$ cat src/rtl/board_ctrl.sv
`default_nettype none
// ---------------------------------------------------------------------------
// board_ctrl : memory-game board controller (cursor, card status, turn hold)
// Revision   : 1.0
// ---------------------------------------------------------------------------
module board_ctrl #(
  parameter logic [63:0] LAYOUT      = 64'h7654_3210_7654_3210,
  parameter int unsigned HOLD_CYCLES = 25_000_000
) (
  input  logic        clk,
  input  logic        rst,
  input  logic        next,
  input  logic        select,
  input  logic [1:0]  x,
  input  logic        par,
  input  logic [7:0]  selected1,
  input  logic [7:0]  selected2,
  output logic [7:0]  counter,
  output logic [3:0]  state,
  output logic        empty,
  output logic        player,
  output logic [15:0] revealed,
  output logic [15:0] matched,
  output logic        game_over
);

  localparam int unsigned   TW        = (HOLD_CYCLES > 1) ? $clog2(HOLD_CYCLES) : 1;
  localparam logic [TW-1:0] HOLD_LOAD = TW'(HOLD_CYCLES - 1);

  typedef enum logic [1:0] {S_PLAY = 2'd0, S_HOLD = 2'd1, S_OVER = 2'd2} fsm_t;
  typedef enum logic [1:0] {C_HIDDEN = 2'd0, C_REVEALED = 2'd1, C_MATCHED = 2'd2} card_t;

  fsm_t          fsm_q;
  card_t         card_q [16];
  logic [3:0]    cnt_q;
  logic          player_q;
  logic [TW-1:0] timer_q;
  logic [3:0]    sel1_q;
  logic [3:0]    sel2_q;

  logic unused_sel_hi;
  assign unused_sel_hi = ^{selected1[7:4], selected2[7:4]};

  always_ff @(posedge clk or negedge rst) begin
    if (!rst) begin
      fsm_q    <= S_PLAY;
      cnt_q    <= '0;
      player_q <= 1'b0;
      timer_q  <= '0;
      sel1_q   <= '0;
      sel2_q   <= '0;
      for (int i = 0; i < 16; i++) card_q[i] <= C_HIDDEN;
    end else begin
      unique case (fsm_q)
        S_PLAY: begin
          if (x[1]) begin
            fsm_q <= S_OVER;
          end else begin
            if (select && card_q[cnt_q] == C_HIDDEN) card_q[cnt_q] <= C_REVEALED;
            if (next) cnt_q <= cnt_q + 4'd1;
            // A match written after the reveal wins if both target one card.
            if (x == 2'b01) begin
              if (par) begin
                card_q[selected1[3:0]] <= C_MATCHED;
                card_q[selected2[3:0]] <= C_MATCHED;
              end else begin
                sel1_q  <= selected1[3:0];
                sel2_q  <= selected2[3:0];
                timer_q <= HOLD_LOAD;
                fsm_q   <= S_HOLD;
              end
            end
          end
        end
        S_HOLD: begin
          if (x[1]) begin
            fsm_q <= S_OVER;
          end else begin
            if (next) cnt_q <= cnt_q + 4'd1;
            if (timer_q == '0) begin
              card_q[sel1_q] <= C_HIDDEN;
              card_q[sel2_q] <= C_HIDDEN;
              player_q       <= ~player_q;
              fsm_q          <= S_PLAY;
            end else begin
              timer_q <= timer_q - TW'(1);
            end
          end
        end
        S_OVER: begin
        end
        default: fsm_q <= S_PLAY;
      endcase
    end
  end

  always_comb begin
    revealed = '0;
    matched  = '0;
    for (int i = 0; i < 16; i++) begin
      revealed[i] = (card_q[i] != C_HIDDEN);
      matched[i]  = (card_q[i] == C_MATCHED);
    end
  end

  assign counter   = {4'b0000, cnt_q};
  assign state     = LAYOUT[{cnt_q, 2'b00} +: 4];
  assign empty     = (fsm_q == S_PLAY) && (card_q[cnt_q] == C_HIDDEN);
  assign player    = player_q;
  assign game_over = (fsm_q == S_OVER);

endmodule
`default_nettype wire

$ cat config.mk
export PLATFORM = sky130hd
export DESIGN_NAME = board_ctrl
export DESIGN_NICKNAME = d
export VERILOG_FILES = /design/src/rtl/board_ctrl.sv
export SDC_FILE = /design/constraint.sdc
export NUM_CORES = 1
export LEC_CHECK = 0
export CAP_MARGIN = 20
export CORE_AREA = 2 2 94 96
export CTS_CLUSTER_SIZE = 25
export DETAILED_ROUTE_END_ITERATION = 8
export DIE_AREA = 0 0 96 98
export PLACE_DENSITY = 0.85
export SYNTH_ARGS = -nofsm -noshare
export SYNTH_HDL_FRONTEND = slang
export SYNTH_SLANG_ARGS = --single-unit
$ cat constraint.sdc
create_clock -name clk -period 4.5 [get_ports clk]
set_input_delay 0.9 -clock clk [delete_from_list [all_inputs] [get_ports clk]]
set_output_delay 0.9 -clock clk [all_outputs]
set_load 0.02 [all_outputs]
==> results.yml, run 1 <==
layout:
  drive_above_1_share_pct: 8.411
  antenna_cells: 0
  instances_no_fill: 750
  final_core_util_pct: 67.68
  syn2layout_area_growth_pct: 16.22
  final_nets: 666
  fin_area_sq_mm: 0.005729
grt:
  overflow: 0
  grt_usage_pct: 31.44
  grt_start_max_net_pins: 41
  grt_pass1_vias: 4884
  antenna_found_initial: 0
  grt_pass1_wl_mm: 23.44
routing:
  drtIter0Drc: 407
  ant_nets: 0
  drc: 0
  vias_per_cell: 6.875
  first_pass_iters: 5
  routed-via-count: 5156
  wl_per_cell_um: 19.16
  routed_wl_mm: 14.37
clock_network:
  cts_hold_buf: 0
  clock_latency_ns: 0.35
  ctsResizeCount: 0
  post_cts_buffers: 0
  cts_tree: "built"
  htree_num_levels: 3
  cts_made_buffers: 9
  path_clk_slew_ns: 0.08
  clockBufferDepth: 2
  cts-root-buf: "clkbuf_8"
  cts.sinks: 72
floorplan:
  rows: 34
  die_y_um: 98
  die_area_sq_mm: 0.009408
  core_sq_mm: 0.008466
  initial_core_util_pct: 58.23
  pin_count: 70
  die_x_um: 96
pwr:
  comb_power_share_pct: 14.5
  seqPwrFrac_pct: 47.8
  peakVddDrop_uv: 149.0
  clkPwrFrac_pct: 37.7
  p_int_mw: 1.075
  p_leak_nw: 2.150
  netSwitchingPower_uw: 446.8
  power.density_mw_per_mm2: 265.6
  swShare_pct: 29.37
logic_synthesis:
  yosysWarnings: 0
  netlist_area_sq_mm: 0.004930
  synth_ff_type: "dfrtp_1"
  yosysTopAreaCell: "dfrtp_1"
  seq_area_frac_synth_pct: 36.55
  synth_edf_count: 0
  async_reset_ff_share_pct: 100.0
  syn_inst: 593
  synth.area.top_cells: "dfrtp_1, nand2_1, o21ai_0"
  synth_area_per_cell_sq_um: 8.313
  synth_top_area_share_pct: 36.55
  synth.distinct_cells: 59
  ys_ff_latch: 72
worst_setup_path:
  start_kind: "register"
  critPathKind: "register to output pin"
  worstPathArrival_ns: 2.83
  crit_chain: "or2_2 -> mux4_2 -> nor2_1 -> a31oi_1 -> a2111oi_0 -> clkdlybuf4s50_1"
  critPathMaxFanout: 4
  crit_path_top_delay_cell: "clkdlybuf4s50_1"
  worst-r2r-cell-count: 5
  endpoint_kind: "output pin"
  max_stage_delay_ns: 0.68
  crit_required_ns: 3.60
min_path:
  hold_class: "register to register"
  hold_depth: 1
sta:
  fin_worst_skew_ns: 0.007898
  finalWorstPathRequiredPeriod_ns: 3.734
  setup_viol: 0
  hold_viol_final: 0
  max_freq_mhz: 267.8
  tightestPinTransition_ns: 0.8468
  final_max_slew_viol_count: 0
  rsz0062_at_grt: "false"
  fin_setup_tns_ns: 0
  hold_slack_ns: 0.4776
  finalCritPeriodShare_pct: 82.98
  slew-limit-headroom_pct: 43.38
job:
  cap_violations: 0
placed_design:
  io_buffer_count: 56
  dp.cells: 734
  place_congestion: 0.9812
  post-dp-hpwl_mm: 10.51
  place_area_sq_mm: 0.005509
outcome:
  status: "finished clean"
[critical path, delay by kind of cell (launching register included)]
kind / cells / cell delay (ns)
buf+inv: 1 / 0.68
mux: 1 / 0.47
compound gates: 2 / 0.47
flops: 1 / 0.41
simple gates: 2 / 0.45
[stage by stage]
step	setup WS, ns	power, mW
after floorplan	1.104	0.8733
after global placement	1.160	0.9449
after detailed placement	1.140	0.9558
after CTS	0.7639	1.522
after global routing	0.5652	1.588
final	0.7659	1.522
[cell usage in the layout, fill, tap and decap left out, drive strengths merged, types with 7 or more instances in the layout]
| master | count |
|---|---|
| nor2 | 36 |
| a31oi | 10 |
| xnor2 | 8 |
| a21oi | 23 |
| and2 | 7 |
| nand2b | 12 |
| nor4 | 18 |
| a32oi | 8 |
| dfrtp | 72 |
| nand2 | 61 |
| o2111ai | 11 |
| o22ai | 14 |
| a22oi | 9 |
| clkbuf | 9 |
| nand3 | 36 |
| clkdlybuf4s50 | 55 |
| or3 | 12 |
| o31ai | 10 |
| inv | 22 |
| nor2b | 28 |
| buf | 10 |
| o21ai | 39 |
| o211ai | 19 |
| or2 | 16 |
| nor3 | 17 |
| or4 | 14 |
[kinds of logic after synthesis]
logic type               count (synthesis)  synth area share, %
XOR/XNOR                                 8                1.421
buffers and inverters                   58                5.609
AND/OR/NAND/NOR                        272                29.11
adder cells (fa/ha/maj)                  6                1.523
flip-flops                              72                36.55
multiplexers                             6                2.284
other                                    1              0.07607
AO/OA/AOI/OAI                          170                23.43
[worst paths after layout]
| path | start | end | slack, ns |
|---|---|---|---|
| max | card_q[4] | empty | 0.77 |
| min reg2reg | player | player | 0.48 |
| max in group asynchronous | rst | fsm_q[0] | 2.87 |
| max reg2reg | timer_q[7] | card_q[10] | 1.68 |
| min in group asynchronous | rst | card_q[2] | 0.63 |
| min | player | player | 0.48 |
[state kept, by name, indices dropped and copies added (netlist names)]
signal	cells
sel2_q	4
card_q	32
cnt_q	4
timer_q	25
fsm_q	2
player	1
sel1_q	4
[synth_stat cells, types with 10 or more instances]
library cell,count
nor3_1,17
o22ai_1,14
nand2_1,61
o211ai_1,19
inv_1,21
o21ai_0,39
nand3_1,36
a31oi_1,10
or3_1,10
nor4_1,18
o31ai_1,10
nand2b_1,12
o2111ai_1,11
nor2b_1,28
clkbuf_1,21
dfrtp_1,72
or2_2,15
a21oi_1,23
nor2_1,36
or4_1,13
[layer usage]
layer  part of all wire [%]  GRT usage (%)  wire [um]  up-vias
met1                     40          40.13       5693     2491
met2                     49          51.66       7111      285
met3                    7.3          4.938       1055       53
met5                      0              0          0        -
li1                       -              -          -     2327
met4                    3.5          14.84        508        0
[power groups by stage]
stage	Clock, mW	Combinational, mW	Sequential, mW
2_1_floorplan	0	0.145	0.728
3_3_place_gp	0	0.209	0.736
3_5_place_dp	0	0.218	0.738
4_1_cts	0.578	0.219	0.725
5_1_grt	0.610	0.244	0.734
6_report	0.574	0.221	0.727
[final cells by class]
type / instances / area [sq um]
multi-input combinational: 467 / 2867
fill: 696 / 2736
sequential: 72 / 1802
timing repair buffer: 65 / 623.1
tap: 108 / 135.1
clock buffer: 9 / 123.9
clock inverter: 7 / 96.34
inverter: 22 / 82.58
Note: power is estimated with default switching activity, not from simulation.
==> run 2: changes to the inputs <==
--- a/config.mk
+++ b/config.mk
@@ -6,11 +6,11 @@
 export NUM_CORES = 1
 export LEC_CHECK = 0
 export CAP_MARGIN = 20
-export CORE_AREA = 2 2 94 96
+export CORE_AREA = 2 2 97 99
 export CTS_CLUSTER_SIZE = 25
 export DETAILED_ROUTE_END_ITERATION = 8
-export DIE_AREA = 0 0 96 98
-export PLACE_DENSITY = 0.85
+export DIE_AREA = 0 0 99 101
+export PLACE_DENSITY = 0.81
 export SYNTH_ARGS = -nofsm -noshare
 export SYNTH_HDL_FRONTEND = slang
 export SYNTH_SLANG_ARGS = --single-unit
==> constraint.sdc (replaced) <==
create_clock -name clk -period 3.74 [get_ports clk]
set_input_delay 0.748 -clock clk [delete_from_list [all_inputs] [get_ports clk]]
set_output_delay 0.748 -clock clk [all_outputs]
set_load 0.02 [all_outputs]
==> results.yml, run 2 (synthesis gave the netlist of run 1 again) <==
layout:
  syn2layout_area_growth_pct: 17.16
  final_nets: 667
  reg_top3: "card_q x32, timer_q x25"
  largest_reg_flops: 32
  antenna_cells: 0
  drive_above_1_share_pct: 8.554
  final_cell_mix: "dfrtp_1, nand2_1, clkdlybuf4s50_1, o21ai_0"
  largest_register: "card_q"
  final_core_util_pct: 64.33
  final_common_cell: "dfrtp_1"
grt:
  grt_pass1_wl_mm: 23.40
  antenna_found_initial: 0
  grt_usage_pct: 29.22
  grt_pass1_vias: 4840
  overflow: 0
  grt_start_max_net_pins: 38
placed_design:
  post-dp-hpwl_mm: 10.33
  place_ws_ns: 0.5491
  place_congestion: 1.007
  io_buffer_count: 56
floorplan:
  die_x_um: 99
  initial_core_util_pct: 54.91
  pin_count: 70
  core_sq_mm: 0.008977
  rows: 35
  die_area_sq_mm: 0.009999
  die_y_um: 101
outcome:
  status: "finished clean"
clock_network:
  path_clk_slew_ns: 0.09
  cts_made_buffers: 9
  cts_tree: "built"
  clockBufferDepth: 2
  clock_latency_ns: 0.37
  post_cts_buffers: 0
  ctsResizeCount: 0
  htree_num_levels: 3
  cts.sinks: 72
  cts_hold_buf: 0
  cts-root-buf: "clkbuf_8"
worst_setup_path:
  crit_required_ns: 2.99
  crit_path_top_delay_cell: "mux4_2"
  r2r_end: "card_q[10]"
  worst-r2r-cell-count: 5
  critPathKind: "register to output pin"
  crit_chain: "or2_2 -> mux4_2 -> nor2_1 -> a31oi_1 -> a2111oi_0 -> dlymetal6s2s_1"
  start_kind: "register"
  worstPathArrival_ns: 2.41
  critPathMaxFanout: 4
  endpoint_kind: "output pin"
  cp_num_cells: 6
  max_stage_delay_ns: 0.47
  path_buf_inv: 1
  critPathCapture: "empty"
  cp_top_family: "multiplexers"
  regToRegStartpoint: "timer_q[7]"
  regToRegSetupSlack_ns: 0.91
  startpoint: "card_q[0]"
routing:
  routed_wl_mm: 14.34
  first_pass_iters: 5
  wl_met2_mm: 6.926
  drc: 0
  highest_layer: "met4"
  wl_met1_mm: 5.627
  routed-via-count: 5170
  wl_per_cell_um: 19.02
  drtIter0Drc: 546
  vias_per_cell: 6.857
  wl_met3_mm: 1.373
  ant_nets: 0
pwr:
  netSwitchingPower_uw: 551.7
  swShare_pct: 28.51
  power.density_mw_per_mm2: 335.0
  comb_power_share_pct: 14.1
  power_mw: 1.935
  peakVddDrop_uv: 240.8
  clkPwrFrac_pct: 40.9
  p_leak_nw: 2.185
  p_int_mw: 1.383
  seqPwrFrac_pct: 45.0
sta:
  fin_worst_skew_ns: 0.008953
  finalCritPeriodShare_pct: 84.53
  rsz0062_at_grt: "false"
  finalWorstPathRequiredPeriod_ns: 3.162
  slew-limit-headroom_pct: 42.39
  setup_ws_ns: 0.5785
  final_max_slew_viol_count: 0
  tightestPinTransition_ns: 0.8641
  setup_viol: 0
  fin_setup_tns_ns: 0
  hold_viol_final: 0
  max_freq_mhz: 316.3
job:
  cap_violations: 0
min_path:
  hold_class: "register to register"
-- run 2: metal layers --
metal,up-vias,global-route usage (%)
met4,0,12.22
met5,-,0
met1,2443,37.01
li1,2334,-
met2,331,48.54
met3,62,6.380
-- run 2: layout make-up --
| class | instances | area [sq um] |
|---|---|---|
| Fill cell | 747 | 3202 |
| Sequential cell | 72 | 1802 |
| Tap cell | 111 | 138.9 |
| Inverter | 22 | 82.58 |
| Clock buffer | 10 | 137.6 |
| Timing Repair Buffer | 66 | 633.1 |
| Multi-Input combinational cell | 467 | 2867 |
| Clock inverter | 6 | 115.1 |
-- run 2: worst min-delay path by stage --
stage,from,to,slack [ns],cells past startpoint
final,player,player,0.47,1
after floorplan,rst,card_q[0],0.45,0
after detailed placement,player,player,0.47,1
after global placement,player,player,0.46,1
after CTS,player,player,0.48,1
after global routing,player,player,0.51,1
-- run 2: power by group through the flow --
stage | Sequential (mW) | Combinational [mW] | Clock [mW]
floorplan | 0.876 | 0.175 | 0
global placement | 0.880 | 0.259 | 0
detailed placement | 0.884 | 0.268 | 0
CTS | 0.869 | 0.269 | 0.788
global route | 0.878 | 0.297 | 0.832
finish | 0.871 | 0.272 | 0.792
-- run 2: stage by stage --
| stage | hold slack [ns] | area, sq um | std cells |
|---|---|---|---|
| final | 0.4722 | 5776 | 754 |
| after global routing | 0.5070 | 5776 | 754 |
| after detailed placement | 0.4702 | 5520 | 738 |
| after global placement | 0.4623 | 5520 | 738 |
| after floorplan | 0.4524 | 4945 | 597 |
| after CTS | 0.4812 | 5773 | 754 |
==> run 3: changes to the inputs <==
--- a/config.mk
+++ b/config.mk
@@ -6,11 +6,11 @@
 export NUM_CORES = 1
 export LEC_CHECK = 0
 export CAP_MARGIN = 20
-export CORE_AREA = 2 2 97 99
+export CORE_AREA = 2 2 103 105
 export CTS_CLUSTER_SIZE = 25
 export DETAILED_ROUTE_END_ITERATION = 8
-export DIE_AREA = 0 0 99 101
-export PLACE_DENSITY = 0.81
+export DIE_AREA = 0 0 105 107
+export PLACE_DENSITY = 0.75
 export SYNTH_ARGS = -nofsm -noshare
 export SYNTH_HDL_FRONTEND = slang
 export SYNTH_SLANG_ARGS = --single-unit
==> constraint.sdc (replaced) <==
create_clock -name clk -period 2.62 [get_ports clk]
set_input_delay 0.524 -clock clk [delete_from_list [all_inputs] [get_ports clk]]
set_output_delay 0.524 -clock clk [all_outputs]
set_load 0.02 [all_outputs]
==> results.yml, run 3 (synthesis gave the netlist of run 1 again) <==
outcome:
  status: "finished, violations left"
  violations: "setup timing"
clock_network:
  cts_made_buffers: 9
  clock_latency_ns: 0.36
  cts.sinks: 72
  cts-root-buf: "clkbuf_8"
  clockBufferDepth: 2
  htree_num_levels: 3
  path_clk_slew_ns: 0.08
  cts_hold_buf: 0
  cts_tree: "built"
sta:
  rsz0062_at_grt: "true"
  final_max_slew_viol_count: 0
  fin_worst_skew_ns: 0.01059
  setup_viol: 1
  finalWorstPathRequiredPeriod_ns: 2.656
  finalCritPeriodShare_pct: 101.4
  setup_ws_ns: -0.03612
  tightestPinTransition_ns: 0.6936
  slew-limit-headroom_pct: 53.33
  hold_viol_final: 0
  hold_slack_ns: 0.09177
  max_freq_mhz: 376.5
placed_design:
  place_congestion: 0.9956
  post-dp-hpwl_mm: 11.60
  io_buffer_count: 56
  place_area_sq_mm: 0.005971
job:
  cap_violations: 0
layout:
  largest_reg_flops: 32
  final_common_cell: "dfrtp_1"
  multi_input_area_sq_mm: 0.002895
  drive_above_1_share_pct: 16.93
  syn2layout_area_growth_pct: 26.47
  num-fill-cells: 914
  reg_top3: "card_q x32, timer_q x25"
  largest_register: "card_q"
  seq_area_sq_mm: 0.001802
  antenna_cells: 0
  final_cell_mix: "dfrtp_1, buf_4, nand2_1, clkdlybuf4s50_1, o21ai_0"
  final_nets: 727
  fin_area_sq_mm: 0.006235
routing:
  ant_nets: 0
  drtIter0Drc: 627
  wl_per_cell_um: 18.42
  first_pass_iters: 9
  wl_met1_mm: 6.181
  vias_per_cell: 6.344
  highest_layer: "met4"
  drc: 0
  routed-via-count: 5323
  wl_met2_mm: 7.306
  routed_wl_mm: 15.45
  wl_met3_mm: 1.346
floorplan:
  core_sq_mm: 0.01009
  die_y_um: 107
  die_x_um: 105
  pin_count: 70
  initial_core_util_pct: 48.85
  die_area_sq_mm: 0.01124
  rows: 37
grt:
  grt_start_max_net_pins: 29
  grt_usage_pct: 28.01
  grt_pass1_wl_mm: 25.15
  antenna_found_initial: 0
  overflow: 0
  grt_pass1_vias: 5051
worst_setup_path:
  worst-r2r-cell-count: 5
  crit_path_top_delay_cell: "mux4_2"
  start_kind: "register"
  max_stage_delay_ns: 0.47
  critPathCapture: "empty"
  regToRegSetupSlack_ns: 0.16
  worstPathArrival_ns: 2.13
  r2r_end: "timer_q[23]"
  regToRegStartpoint: "timer_q[19]"
  endpoint_kind: "output pin"
  startpoint: "card_q[12]"
  crit_chain: "or2_4 -> mux4_2 -> nor2_1 -> a31oi_1 -> a2111oi_2 -> buf_4"
  crit_required_ns: 2.10
  critPathKind: "register to output pin"
  critPathMaxFanout: 2
pwr:
  peakVddDrop_uv: 273.4
  power_mw: 2.584
  p_leak_nw: 2.437
  power.density_mw_per_mm2: 414.5
min_path:
  hold_class: "input pin to async pin"
run 3: cell types whose count changed in the layout (fill, tap and decap cells not counted), sizes merged:
| cell | change |
|---|---|
| buf | +61 |
| bufinv | -2 |
| clkbuf | +1 |
| clkinv | +1 |
| clkinvlp | +1 |
| dlymetal6s2s | -1 |
| inv | -1 |
run 3: area by class of cell:
cell class | count | share of cell area [%]
Timing Repair Buffer | 126 | 17.30
Tap cell | 136 | 2.729
Clock inverter | 5 | 0.8830
Inverter | 22 | 1.325
Sequential cell | 72 | 28.90
Multi-Input combinational cell | 467 | 46.44
Clock buffer | 11 | 2.428
run 3: what timing repair did:
action	4_1_cts	5_1_grt
pin swaps	4	3
endpoints found under the setup margin	1	1
buffers inserted	1	4
gates resized for setup	10	6
run 3: stage by stage:
stage / utilization, % / setup slack, ns / setup TNS (ns) / cells
after global routing: 61.78 / -0.1056 / -0.1056 / 839
final: 61.78 / -0.03612 / -0.03612 / 839
after detailed placement: 59.16 / -0.2748 / -0.2748 / 818
after floorplan: - / 0.1031 / 0 / 597
after CTS: 61.36 / -0.1146 / -0.1146 / 835
after global placement: 59.16 / -0.2253 / -0.2253 / 818
run 3: worst min path at each step:
stage	startpoint	slack, ns	endpoint
final	rst	0.09	player
after global routing	rst	0.10	sel2_q[1]
after CTS	rst	0.09	sel2_q[0]
after detailed placement	player	0.48	player
after global placement	player	0.46	player
after floorplan	rst	0.23	card_q[0]
run 3: where the power goes:
group,leakage (nW),internal [mW],switching (mW)
sequential,0.875,1.17,0.0756
clock,0.101,0.488,0.445
combinational,1.46,0.159,0.250
run 3: critical path, delay by kind of cell (launching register included):
family	cells	cell delay [ns]
AND/OR/NAND/NOR	2	0.36
buffers and inverters	1	0.20
AO/OA/AOI/OAI	2	0.37
multiplexers	1	0.47
flip-flops	1	0.38
run 3: per-layer routing:
metal	vias up	GRT usage (%)
li1	2439	-
met1	2514	34.94
met2	298	44.85
met3	72	7.842
met4	0	13.62
met5	-	0
